**config.mk**
```make
export PLATFORM = sky130hd
export DESIGN_NAME = stopwatch_ctrl
export DESIGN_NICKNAME = d
export VERILOG_FILES = /design/src/rtl/stopwatch_pkg.sv /design/src/rtl/stopwatch_ctrl_bcd_mod60.sv /design/src/rtl/stopwatch_ctrl.sv
export SDC_FILE = /design/constraint.sdc
export NUM_CORES = 1
export LEC_CHECK = 0
export CAP_MARGIN = 10
export CORE_UTILIZATION = 52
export CTS_CLUSTER_SIZE = 25
export DETAILED_ROUTE_END_ITERATION = 7
export PLACE_DENSITY = 0.82
export SLEW_MARGIN = 20
export SYNTH_ARGS = -nofsm -noshare
export SYNTH_HDL_FRONTEND = slang
export SYNTH_SLANG_ARGS = --single-unit
```
**constraint.sdc**
```tcl
create_clock -name clk -period 3.4 [get_ports clk]
set_input_delay 0.68 -clock clk [delete_from_list [all_inputs] [get_ports clk]]
set_output_delay 0.68 -clock clk [all_outputs]
set_load 0.05 [all_outputs]
```
**src/rtl/stopwatch_pkg.sv**
```systemverilog
// Shared definitions for the stopwatch controller: FSM state encoding,
// adjust-field select codes and the BCD digit limits for a mod-60 field.
package stopwatch_pkg;

  typedef enum logic [1:0] {
    ST_IDLE   = 2'd0,
    ST_RUN    = 2'd1,
    ST_PAUSE  = 2'd2,
    ST_ADJUST = 2'd3
  } sw_state_t;

  localparam logic [2:0] ADJ_SEL_NONE = 3'b000;
  localparam logic [2:0] ADJ_SEL_SEC  = 3'b001;
  localparam logic [2:0] ADJ_SEL_MIN  = 3'b010;

  localparam logic [3:0] MAX_TENS  = 4'd5;
  localparam logic [3:0] MAX_UNITS = 4'd9;

  // Display digits are 5 bits wide with the top bit tied low.
  function automatic logic [4:0] to_digit(input logic [3:0] d);
    return {1'b0, d};
  endfunction

endpackage

```
**src/rtl/stopwatch_ctrl_bcd_mod60.sv**
```systemverilog
// bcd_mod60: one two-digit BCD field counting 00..59.
// clear has priority over inc; carry_out flags the 59 -> 00 wrap in the
// same cycle the increment is requested, so a following field can chain.
module bcd_mod60
  import stopwatch_pkg::*;
(
  input  logic       clk,
  input  logic       rst_n,
  input  logic       clear,
  input  logic       inc,
  output logic       carry_out,
  output logic [3:0] tens,
  output logic [3:0] units
);

  logic at_max;

  assign at_max    = (tens == MAX_TENS) && (units == MAX_UNITS);
  assign carry_out = inc && at_max;

  // Field register: clear beats inc, units carry into tens at 9, tens wrap at 5.
  always_ff @(posedge clk or negedge rst_n) begin
    if (!rst_n) begin
      tens  <= 4'd0;
      units <= 4'd0;
    end else if (clear) begin
      tens  <= 4'd0;
      units <= 4'd0;
    end else if (inc) begin
      if (units == MAX_UNITS) begin
        units <= 4'd0;
        tens  <= (tens == MAX_TENS) ? 4'd0 : tens + 4'd1;
      end else begin
        units <= units + 4'd1;
      end
    end
  end

endmodule

```
**src/rtl/stopwatch_ctrl.sv**
```systemverilog
// stopwatch_ctrl: mm:ss stopwatch with run/pause/clear buttons and a
// per-field adjust mode. Optional lap-freeze feature is built in when the
// macro STOPWATCH_LAP_EN is defined (adds input btn_lap).
//
// state   | meaning
// IDLE    | stopped after reset or clear, ticks ignored
// RUN     | counting on tick_1hz
// PAUSE   | stopped, count held, pause edge resumes
// ADJUST  | sw_adj high, tick_adj steps the field chosen by sw_sel
module stopwatch_ctrl
  import stopwatch_pkg::*;
(
  input  logic       clk,
  input  logic       btn_reset,
  input  logic       tick_1hz,
  input  logic       tick_adj,
  input  logic       btn_pause,
  input  logic       btn_clear,
  input  logic       sw_adj,
  input  logic       sw_sel,
`ifdef STOPWATCH_LAP_EN
  input  logic       btn_lap,
`endif
  output logic [4:0] min_l,
  output logic [4:0] min_r,
  output logic [4:0] sec_l,
  output logic [4:0] sec_r,
  output logic       adj,
  output logic [2:0] adj_sel,
  output logic       running
);

  sw_state_t  state;
  sw_state_t  state_nxt;

  logic       pause_q;
  logic       clear_q;
  logic       pause_edge;
  logic       clear_edge;

  logic       sec_inc;
  logic       min_inc;
  logic       sec_carry;
  logic       hour_carry_unused;

  logic [3:0] sec_tens;
  logic [3:0] sec_units;
  logic [3:0] min_tens;
  logic [3:0] min_units;

  assign pause_edge = btn_pause && !pause_q;
  assign clear_edge = btn_clear && !clear_q;

  // Previous button levels, so a held button produces a single edge pulse.
  always_ff @(posedge clk or negedge btn_reset) begin
    if (!btn_reset) begin
      pause_q <= 1'b0;
      clear_q <= 1'b0;
    end else begin
      pause_q <= btn_pause;
      clear_q <= btn_clear;
    end
  end

  // Next-state selection; adjust switch dominates, then clear, then pause toggling.
  always_comb begin
    state_nxt = state;
    if (sw_adj) begin
      state_nxt = ST_ADJUST;
    end else if (state == ST_ADJUST) begin
      state_nxt = ST_PAUSE;
    end else if (clear_edge) begin
      state_nxt = ST_IDLE;
    end else begin
      case (state)
        ST_IDLE:  if (pause_edge) state_nxt = ST_RUN;
        ST_RUN:   if (pause_edge) state_nxt = ST_PAUSE;
        ST_PAUSE: if (pause_edge) state_nxt = ST_RUN;
        default:  state_nxt = ST_IDLE;
      endcase
    end
  end

  // State register with status outputs registered from the next state.
  always_ff @(posedge clk or negedge btn_reset) begin
    if (!btn_reset) begin
      state   <= ST_IDLE;
      running <= 1'b0;
      adj     <= 1'b0;
      adj_sel <= ADJ_SEL_NONE;
    end else begin
      state   <= state_nxt;
      running <= (state_nxt == ST_RUN);
      adj     <= (state_nxt == ST_ADJUST);
      if (state_nxt == ST_ADJUST)
        adj_sel <= sw_sel ? ADJ_SEL_MIN : ADJ_SEL_SEC;
      else
        adj_sel <= ADJ_SEL_NONE;
    end
  end

  // Seconds carry into minutes only while running; adjust steps never chain.
  assign sec_inc = ((state == ST_RUN) && tick_1hz) ||
                   ((state == ST_ADJUST) && tick_adj && !sw_sel);
  assign min_inc = ((state == ST_RUN) && sec_carry) ||
                   ((state == ST_ADJUST) && tick_adj && sw_sel);

  bcd_mod60 u_sec (
    .clk       (clk),
    .rst_n     (btn_reset),
    .clear     (clear_edge),
    .inc       (sec_inc),
    .carry_out (sec_carry),
    .tens      (sec_tens),
    .units     (sec_units)
  );

  // Wrap past 59:59 simply returns to 00:00; the minute carry has no consumer.
  bcd_mod60 u_min (
    .clk       (clk),
    .rst_n     (btn_reset),
    .clear     (clear_edge),
    .inc       (min_inc),
    .carry_out (hour_carry_unused),
    .tens      (min_tens),
    .units     (min_units)
  );

`ifdef STOPWATCH_LAP_EN
  logic       lap_q;
  logic       lap_edge;
  logic       frozen;
  logic       frz_release;
  logic [3:0] snap_min_tens;
  logic [3:0] snap_min_units;
  logic [3:0] snap_sec_tens;
  logic [3:0] snap_sec_units;

  assign lap_edge = btn_lap && !lap_q;
  // Leaving RUN by any path (pause, clear, adjust) also drops the freeze.
  assign frz_release = lap_edge || pause_edge || clear_edge || sw_adj;

  // Lap button edge detector.
  always_ff @(posedge clk or negedge btn_reset) begin
    if (!btn_reset)
      lap_q <= 1'b0;
    else
      lap_q <= btn_lap;
  end

  // Lap freeze: snapshot the displayed time while the counter keeps running.
  always_ff @(posedge clk or negedge btn_reset) begin
    if (!btn_reset) begin
      frozen         <= 1'b0;
      snap_min_tens  <= 4'd0;
      snap_min_units <= 4'd0;
      snap_sec_tens  <= 4'd0;
      snap_sec_units <= 4'd0;
    end else if (frozen) begin
      if (frz_release)
        frozen <= 1'b0;
    end else if ((state == ST_RUN) && lap_edge && !pause_edge &&
                 !clear_edge && !sw_adj) begin
      frozen         <= 1'b1;
      snap_min_tens  <= min_tens;
      snap_min_units <= min_units;
      snap_sec_tens  <= sec_tens;
      snap_sec_units <= sec_units;
    end
  end

  assign min_l = to_digit(frozen ? snap_min_tens  : min_tens);
  assign min_r = to_digit(frozen ? snap_min_units : min_units);
  assign sec_l = to_digit(frozen ? snap_sec_tens  : sec_tens);
  assign sec_r = to_digit(frozen ? snap_sec_units : sec_units);
`else
  assign min_l = to_digit(min_tens);
  assign min_r = to_digit(min_units);
  assign sec_l = to_digit(sec_tens);
  assign sec_r = to_digit(sec_units);
`endif

endmodule

```
Yosys cells after proc, flatten, opt, wreduce, memory -nomap -nowiden
Index checks and enable logic that the tools add are counted.
{"block": "op_classes", "addsub": 4, "eq_ne": 9, "muxes": 22, "reduce_logical": 22}
{"op": "4-bit 2-to-1 mux", "count": 14}
{"op": "4-bit by 1-bit adder with 4-bit output (second input constant)", "count": 4}
{"op": "2-bit 2-to-1 mux", "count": 6}
{"op": "1-bit logical AND", "count": 9}
{"op": "4-bit by 3-bit == test with 1-bit output (second input constant)", "count": 2}
{"op": "4-bit == test (second input constant)", "count": 2}
{"op": "2-bit nonzero test", "count": 4}
{"op": "2-bit == test (second input constant)", "count": 3}
{"op": "2-bit by 1-bit == test with 1-bit output (second input constant)", "count": 2}
{"op": "2-bit one-hot mux with 2 select lines", "count": 1}
{"op": "2-bit AND reduction", "count": 2}
{"op": "1-bit logical NOT", "count": 3}
{"op": "3-bit 2-to-1 mux", "count": 1}
{"op": "2-bit logical NOT", "count": 1}
{"op": "1-bit logical OR", "count": 2}
{"op": "2-bit OR reduction", "count": 1}
{"block": "word_totals", "regBits": 25, "inputBits": 8}

Logic depth before layout (Yosys ltp)
Gate-level depths: netlist (run 1).
{"block": "depth", "ltp_word": 9, "depth_mapped": 6}

Modules after synthesis
A second synthesis (run 1) with hierarchy kept.
{"block": "hier_totals", "hier_cells": 130, "area_unflattened_um2": 1356.3}
{"mod": "bcd_mod60 at u_sec", "instances": 1, "cells_each": 50, "area_per_inst_um2": 506.7}
{"mod": "bcd_mod60 at u_min", "instances": 1, "cells_each": 45, "area_per_inst_um2": 467.9}
{"mod": "stopwatch_ctrl", "instances": 1, "cells_each": 35, "area_per_inst_um2": 381.6}

Worst setup path before layout (run 1)
Ideal clock, no wire load.
{"block": "synth_path", "path_kind": "register to register", "from": "reg u_sec.units[0]", "to": "reg u_min.tens[0]", "t_arrival_ns": 2.076, "required_time_ns": 3.322, "slack_ns": 1.246, "path_stages_with_launch": 6, "n_path_buf": 0, "synth_period_minus_slack_ns": 2.154, "cell_sequence": "dfrtp_1 -> ha_1 -> nand4b_2 -> o31a_1 -> or4_1 -> a21oi_1"}
{"block": "synth_via", "elab_chain_cells": 7}
{"item": "from (decl)", "line": "stopwatch_ctrl_bcd_mod60.sv:13", "source": "output logic [3:0] units"}
{"item": "from (signal assigned)", "line": "stopwatch_ctrl_bcd_mod60.sv:34", "source": "units <= units + 4'd1;"}
{"item": "4-bit == test", "line": "stopwatch_ctrl_bcd_mod60.sv:18", "source": "assign at_max = (tens == MAX_TENS) && (units == MAX_UNITS);"}
{"item": "1-bit logical AND", "line": "stopwatch_ctrl_bcd_mod60.sv:18"}
{"item": "1-bit logical AND", "line": "stopwatch_ctrl_bcd_mod60.sv:19", "source": "assign carry_out = inc && at_max;"}
{"item": "1-bit logical AND", "line": "stopwatch_ctrl.sv:105", "source": "assign min_inc = ((state == ST_RUN) && sec_carry) ||"}
{"item": "1-bit logical OR", "line": "stopwatch_ctrl.sv:105"}
{"item": "2-bit nonzero test (no line)"}
{"item": "2-bit AND reduction (no line)"}
{"item": "to (signal assigned)", "line": "stopwatch_ctrl_bcd_mod60.sv:32", "source": "tens <= (tens == MAX_TENS) ? 4'd0 : tens + 4'd1;"}
{"item": "to (decl)", "line": "stopwatch_ctrl_bcd_mod60.sv:12", "source": "output logic [3:0] tens,"}
Every way passes these cells.
A chain may end at the register's enable or synchronous reset.

Worst setup path in the final report (run 1)
{"block": "layout_path", "from": "reg u_min.units[0]", "to": "out min_r[0]"}
{"item": "from (decl)", "line": "stopwatch_ctrl_bcd_mod60.sv:13"}
{"item": "from (signal assigned)", "line": "stopwatch_ctrl_bcd_mod60.sv:34"}
{"item": "to (decl)", "line": "stopwatch_ctrl.sv:25", "source": "output logic [4:0] min_r,"}
No word-level cell between the ends.

==> impl_results.md, run 1 <==
* Outcome: complete, no violations
* Largest net degree at the start of global routing at 25
* Slew headroom at 0.531
* Final nets at 178
* Initial Utilization at 0.572
* Ant diodes at 0
* Leakage at 0.704 nW
* Core ar. at 2300 sq um
* Fill count at 175
* Max Slew Vio Count at 0
* CP delay by family, top: buffers and inverters
* Top cell type's share of synthesized area at 0.457
* Area growth, synth to finish at 23.2%
* Total power at 546 uW
* Yosys top cell by area: dfrtp_1
* WL/cell at 14.8 um
* # setup viols final at 0
* Layout Utilization at 0.705
* CTS clk-pin slew, worst paths at 0.12 ns
* Vias at 1090
* Crit path largest cell delay at 0.84 ns
* Synth warn at 0
* Peak supply drop at 0.000231 V
* Chip Height at 52.3 um
* Largest cells by area after synthesis: dfrtp_1, ha_1, a21oi_1
* Mapped Area at 1320 sq um
* Final instance area at 1620 sq um
* #FFs+latches synth at 24
* Remaining DRCs at 0
* WS Path Type: flop to primary output
* Synth cell types at 34
* GRT Residual Overflow at 0
* Max Root-Sink Buffers at 2
* Htree depth at 1
* Post-DP HPWL at 2030 um
* Register area share after synthesis at 0.457
* Worst Hold Class: flop to flop
* PwrDens at 337 nW/um^2
* Row count at 17
* Root Buffer: clkbuf_4
* Placed instance area at 1600 sq um
* Initial antenna violation count at 0
* Critical-path maximum fanout at 7
* Clock latency on the worst-skew pair at 0.31 ns
* Post-route ant nets at 0
* Post-CTS setup buffer count at 0
* Tmin final at 2.32 ns
* CTS tree: yes
* CTS hold repair buffers at 0
* Share of cells above drive strength 1 at 0.0688
* Ports at 33
* Initial DRC count at 24
* Mapped Cells at 133
* Worst Path Required at 2.72 ns
* Crit path DAT at 1.64 ns
* Crit path capture type: primary output
* Drt first pass iters at 4
* Clock Skew at 0.00549 ns
* # port buffers at 27
* Final Hold Viols at 0
* Global placer's final weighted congestion at 0.743
* Crit start category: flop
* Buf/Inv on CP at 1
* Via density at 5.80
* Die area at 2730 sq um
* Post-cts gate resize count at 0
* Least-Margin Pin Slew at 0.696 ns
* RSZ-0062 raised after global routing: false
* Final period utilization at 0.681
* Crit-path cells: clkdlybuf4s50_1
* TNS Setup at 0 ns
* Fmax at 432 MHz
* First-pass GRT wire length at 4440 um
* Clock Sinks at 24
* All-Layer GR Usage at 0.226
* CTS Buf Count at 3
* Synth Area per Inst at 9.89 sq um
* Slowest cell on crit path: clkdlybuf4s50_1
* Vias in the first global route at 1030
* Horiz. Die Dim at 52.3 um
* Post-Route WL at 2790 um
* Max_cap viols at 0
==> area by class of cell <==
type / count / area [sq um] / share of cell area
flip-flops and latches: 24 / 601 / 0.371
repair buffers: 29 / 285 / 0.176
well taps: 28 / 35.0 / 0.0216
multi-input cells: 99 / 658 / 0.406
inverters: 5 / 18.8 / 0.0116
clock buffers: 3 / 22.5 / 0.0139
==> power by group <==
group / switching, mW / internal, mW
registers: 0.0140 / 0.297
logic: 0.0757 / 0.0377
clock network: 0.0810 / 0.0414
==> worst paths after layout <==
check,from,endpoint,cells past startpoint,slack [ns]
worst max-delay path,u_min.units[0],min_r[0],1,1.08
worst min-delay path,u_sec.tens[3],u_sec.tens[3],1,0.53
worst max register to register,u_sec.units[1],u_min.units[3],6,1.39
worst min register to register,u_sec.tens[3],u_sec.tens[3],1,0.53
max in group asynchronous,btn_reset,adj_sel[1],2,2.45
min in group asynchronous,btn_reset,u_min.units[2],2,0.71
==> synth_stat cells <==
library cell / instances
o21ai_0: 11
and2_1: 1
o41ai_1: 1
ha_1: 8
buf_4: 5
nand4_1: 2
and3b_2: 1
or3_1: 4
a41oi_1: 1
and3b_1: 5
nand4b_1: 1
nor2b_1: 4
dfrtp_1: 24
nand2_1: 7
nand3b_1: 3
or3_2: 2
a31o_2: 1
nor2_1: 3
o31ai_1: 1
a21oi_1: 13
a311oi_1: 1
o21ba_2: 1
nor3_1: 3
o21bai_1: 1
nand4b_2: 1
clkbuf_1: 4
nand3_1: 6
o31a_1: 1
nand2b_1: 4
or4_1: 3
mux2i_1: 3
and3_1: 1
inv_1: 5
conb_1: 1
==> metrics by stage <==
step	hold slack, ns	std cells	worst slack (ns)
global route	0.561	188	1.02
floorplan	0.384	137	1.25
global placement	0.506	185	1.04
detailed placement	0.523	185	0.956
finish	0.533	188	1.08
CTS	0.541	188	1.06
==> flip-flops by register name, indices dropped and copies added, names as in the netlist <==
name         cells
u_min.tens       4
u_min.units      4
u_sec.tens       4
u_sec.units      4
adj_sel          2
state            2
adj              1
clear_q          1
pause_q          1
running          1
==> cell families after synthesis <==
logic type	Yosys count	share of synthesized area
flops	24	0.457
other cells	1	0.00285
simple gates	51	0.244
mux	3	0.0228
buf+inv	14	0.0542
compound gates	32	0.144
fa+ha+maj	8	0.0761
==> worst register-to-register path: stages, from the launching register on <==
cell and delay (ns):
dfrtp_1 0.45, inv_1 0.07, ha_1 0.17, nand4b_2 0.16, o31ai_1 0.60, a41oi_1 0.19
a311oi_1 0.29
==> routing by layer <==
layer / track usage / share of wire / wire length (um) / vias up
li1: - / - / - / 524
met1: 0.270 / 0.43 / 1190 / 530
met2: 0.373 / 0.51 / 1430 / 32
met3: 0.0319 / 0.046 / 129 / 4
met4: 0.149 / 0.013 / 36 / 0
met5: 0 / 0 / 0 / -
==> cells in the final DEF (no fill, tap or decap), types with 4 or more instances in the layout <==
cell             Yosys  final
inv_1                5      5
nor2b_1              4      4
dfrtp_1             24     24
and3b_1              5      5
a21oi_1             13     13
or3_1                4      4
clkdlybuf4s50_1      0     27
nand2_1              7      7
nand3_1              6      6
o21ai_0             11     11
conb_1               1      5
nand2b_1             4      4
ha_1                 8      8
Note: power is estimated with default switching activity, not from simulation.
==> run 2, diff against run 1 <==
Settings changed: CORE_UTILIZATION 52 to 43, PLACE_DENSITY 0.82 to 0.72.
Clock period 3.4 ns to 2 ns, I/O delays scaled along.
==> run 2 against run 1 <==
- the flow now finishes with violations (DRC)
- sequential power up 70%
- non-clock buffer count increased by 8
- worst hold slack worse by 0.12 ns
- largest cell class unchanged
- highest routed layer unchanged
==> impl_results.md, run 2 (synthesis results as in run 1) <==
* PwrDens at 633 nW/um^2 (+88%)
* Met3 Resource Use GR at 0.0227 (-0.00921)
* R2R depth at 6 (unchanged)
* GR peak layer: met2
* Max Root-Sink Buffers at 2 (unchanged)
* Most common cell after layout, fill and taps aside: dfrtp_1
* R2R setup slack at 0.10 ns (-1.29 ns)
* Post-route ant nets at 0 (unchanged)
* Initial Utilization at 0.465 (-0.108)
* Slowest cell on crit path: clkdlybuf4s50_1
* Reg-to-Reg End: u_min.tens[0]
* CP delay by family, top: buffers and inverters
* Largest net degree at the start of global routing at 25 (unchanged)
* Ant diodes at 0 (unchanged)
* Ports at 33 (unchanged)
* WP depth at 1 (unchanged)
* Reg2reg start: u_sec.units[1]
* # setup viols final at 0 (unchanged)
* Tmin final at 1.95 ns
* GRT Residual Overflow at 0 (unchanged)
* Worst Hold Class: input port to async pin
* Vias in the first global route at 1143 (+11%)
* WS Path Type: flop to primary output
* Register area at 606 sq um (+0.83%)
* Global placer's final weighted congestion at 0.744 (+0.15%)
* Remaining DRCs at 2 (+2)
* Post-Route WL at 3110 um (+12%)
* Worst Path Required at 1.60 ns (-1.12 ns)
* Fill count at 247 (+41%)
* Vias at 1147 (+5.2%)
* Die area at 3280 sq um (+20%)
* Crit-path cells: clkdlybuf4s50_1
* Hold WS at 0.410 ns (-0.123 ns)
* Place WS at -0.152 ns (-1.11 ns)
* Failing checks: DRC
* Initial DRC count at 40 (+67%)
* Share of cells above drive strength 1 at 0.160 (+0.0910)
* All-Layer GR Usage at 0.209 (-0.0166)
* Crit path DAT at 1.55 ns (-0.09 ns)
* First-pass GRT wire length at 5290 um (+19%)
* Max Slew Vio Count at 0 (unchanged)
* Clock Skew at 0.00589 ns (+0.000403 ns)
* Core ar. at 2830 sq um (+23%)
* Buf/Inv on CP at 1 (unchanged)
* Area growth, synth to finish at 32.5%
* Via density at 5.74 (-1.1%)
* # port buffers at 27 (unchanged)
* Outcome: finished with violations
* Critical-path maximum fanout at 5 (-2)
* Commonest non-fill, non-tap cells in the layout: dfrtp_1, clkdlybuf4s50_1, a21oi_1
* CTS Buf Count at 3 (unchanged)
* Htree depth at 1 (unchanged)
* Drt first pass iters at 7 (+3)
* Root Buffer: clkbuf_4
* Crit path largest cell delay at 0.81 ns (-0.03 ns)
* Met2 Use GR at 0.370 (-0.00367)
* Crit path capture type: primary output
* Least-Margin Pin Slew at 0.725 ns (+0.0299 ns)
* CP startpoint: u_sec.tens[1]
* Final WS setup at 0.0518 ns (-1.03 ns)
* GRT met1 Usage at 0.267 (-0.00287)
* RSZ-0062 raised after global routing: false
* Clock latency on the worst-skew pair at 0.32 ns (about the same)
* Area of the multi-input gates at 684 sq um (+4.0%)
* Horiz. Die Dim at 57.3 um (+9.6%)
* Peak supply drop at 0.000423 V (+83%)
* Row count at 19 (+2)
* Leakage at 0.868 nW (+23%)
* CTS tree: yes
* Layout Utilization at 0.616 (-0.0892)
* WL/cell at 15.6 um (+4.9%)
* Slew headroom at 0.511 (-0.0201)
* Clock Sinks at 24 (unchanged)
* Final period utilization at 0.974
* Final Hold Viols at 0 (unchanged)
* Crit path to: sec_l[1]
* Chip Height at 57.3 um (+9.6%)
* Post-DP HPWL at 2200 um (+8.4%)
* CTS clk-pin slew, worst paths at 0.14 ns (+0.02 ns)
* Fmax at 513 MHz
* Max_cap viols at 0 (unchanged)
* Crit start category: flop
* Initial antenna violation count at 0 (unchanged)
* Final nets at 186 (+4.5%)
==> run 2: changes by cell type in the layout (fill, tap and decap cells not counted), moves of 4 or more <==
cell / change
clkdlybuf4s50_1: -13
buf_4: +9
dlygate4sd2_1: +8
dfrtp_1: -4
dfrtp_2: +4
dlymetal6s2s_1: +4
==> run 2: worst min-delay path by stage <==
| stage | from | end | slack [ns] | cells past startpoint |
|---|---|---|---|---|
| global placement | u_sec.tens[3] | u_sec.tens[3] | 0.50 | 1 |
| detailed placement | u_sec.tens[3] | u_sec.tens[3] | 0.50 | 1 |
| floorplan | btn_reset | adj | 0.10 | 0 |
| CTS | btn_reset | u_min.units[3] | 0.42 | 2 |
| global route | btn_reset | u_min.units[3] | 0.43 | 2 |
| finish | btn_reset | u_sec.tens[2] | 0.41 | 2 |
==> run 2: layer usage <==
| metal | vias up | wire (um) |
|---|---|---|
| met5 | - | 0 |
| met4 | 0 | 19 |
| met3 | 2 | 156 |
| met2 | 30 | 1640 |
| met1 | 574 | 1290 |
| li1 | 541 | - |
==> run 2: cell type report <==
type                            count  area share
Multi-Input combinational cell     99       0.393
Sequential cell                    24       0.347
Clock buffer                        3      0.0129
Tap cell                           31      0.0223
Timing Repair Buffer               37       0.197
Inverter                            5      0.0108
Clock inverter                      1      0.0172
==> run 2: power by group <==
group	total [mW]	leakage, nW	internal, mW	switching [mW]
Combinational	0.212	0.530	0.0751	0.137
Sequential	0.530	0.310	0.505	0.0250
Clock	0.361	0.0279	0.203	0.159
==> run 2: what timing repair did <==
item | 4_1_cts | 5_1_grt
pin swaps | 1 | 1
setup buffers | 1 | 2
gates resized for setup | 8 | 8
setup endpoints to repair | 9 | 8
gates cloned | 0 | 0
hold buffers | 0 | 0
==> run 2: stage by stage <==
step | power, mW | setup TNS (ns) | cell area, sq um | instances
2_1_floorplan | 0.665 | 0 | 1340 | 137
3_3_place_gp | 0.734 | -0.0664 | 1640 | 193
3_5_place_dp | 0.739 | -0.629 | 1640 | 193
4_1_cts | 1.10 | 0 | 1690 | 198
5_1_grt | 1.14 | 0 | 1740 | 200
6_report | 1.10 | 0 | 1740 | 200
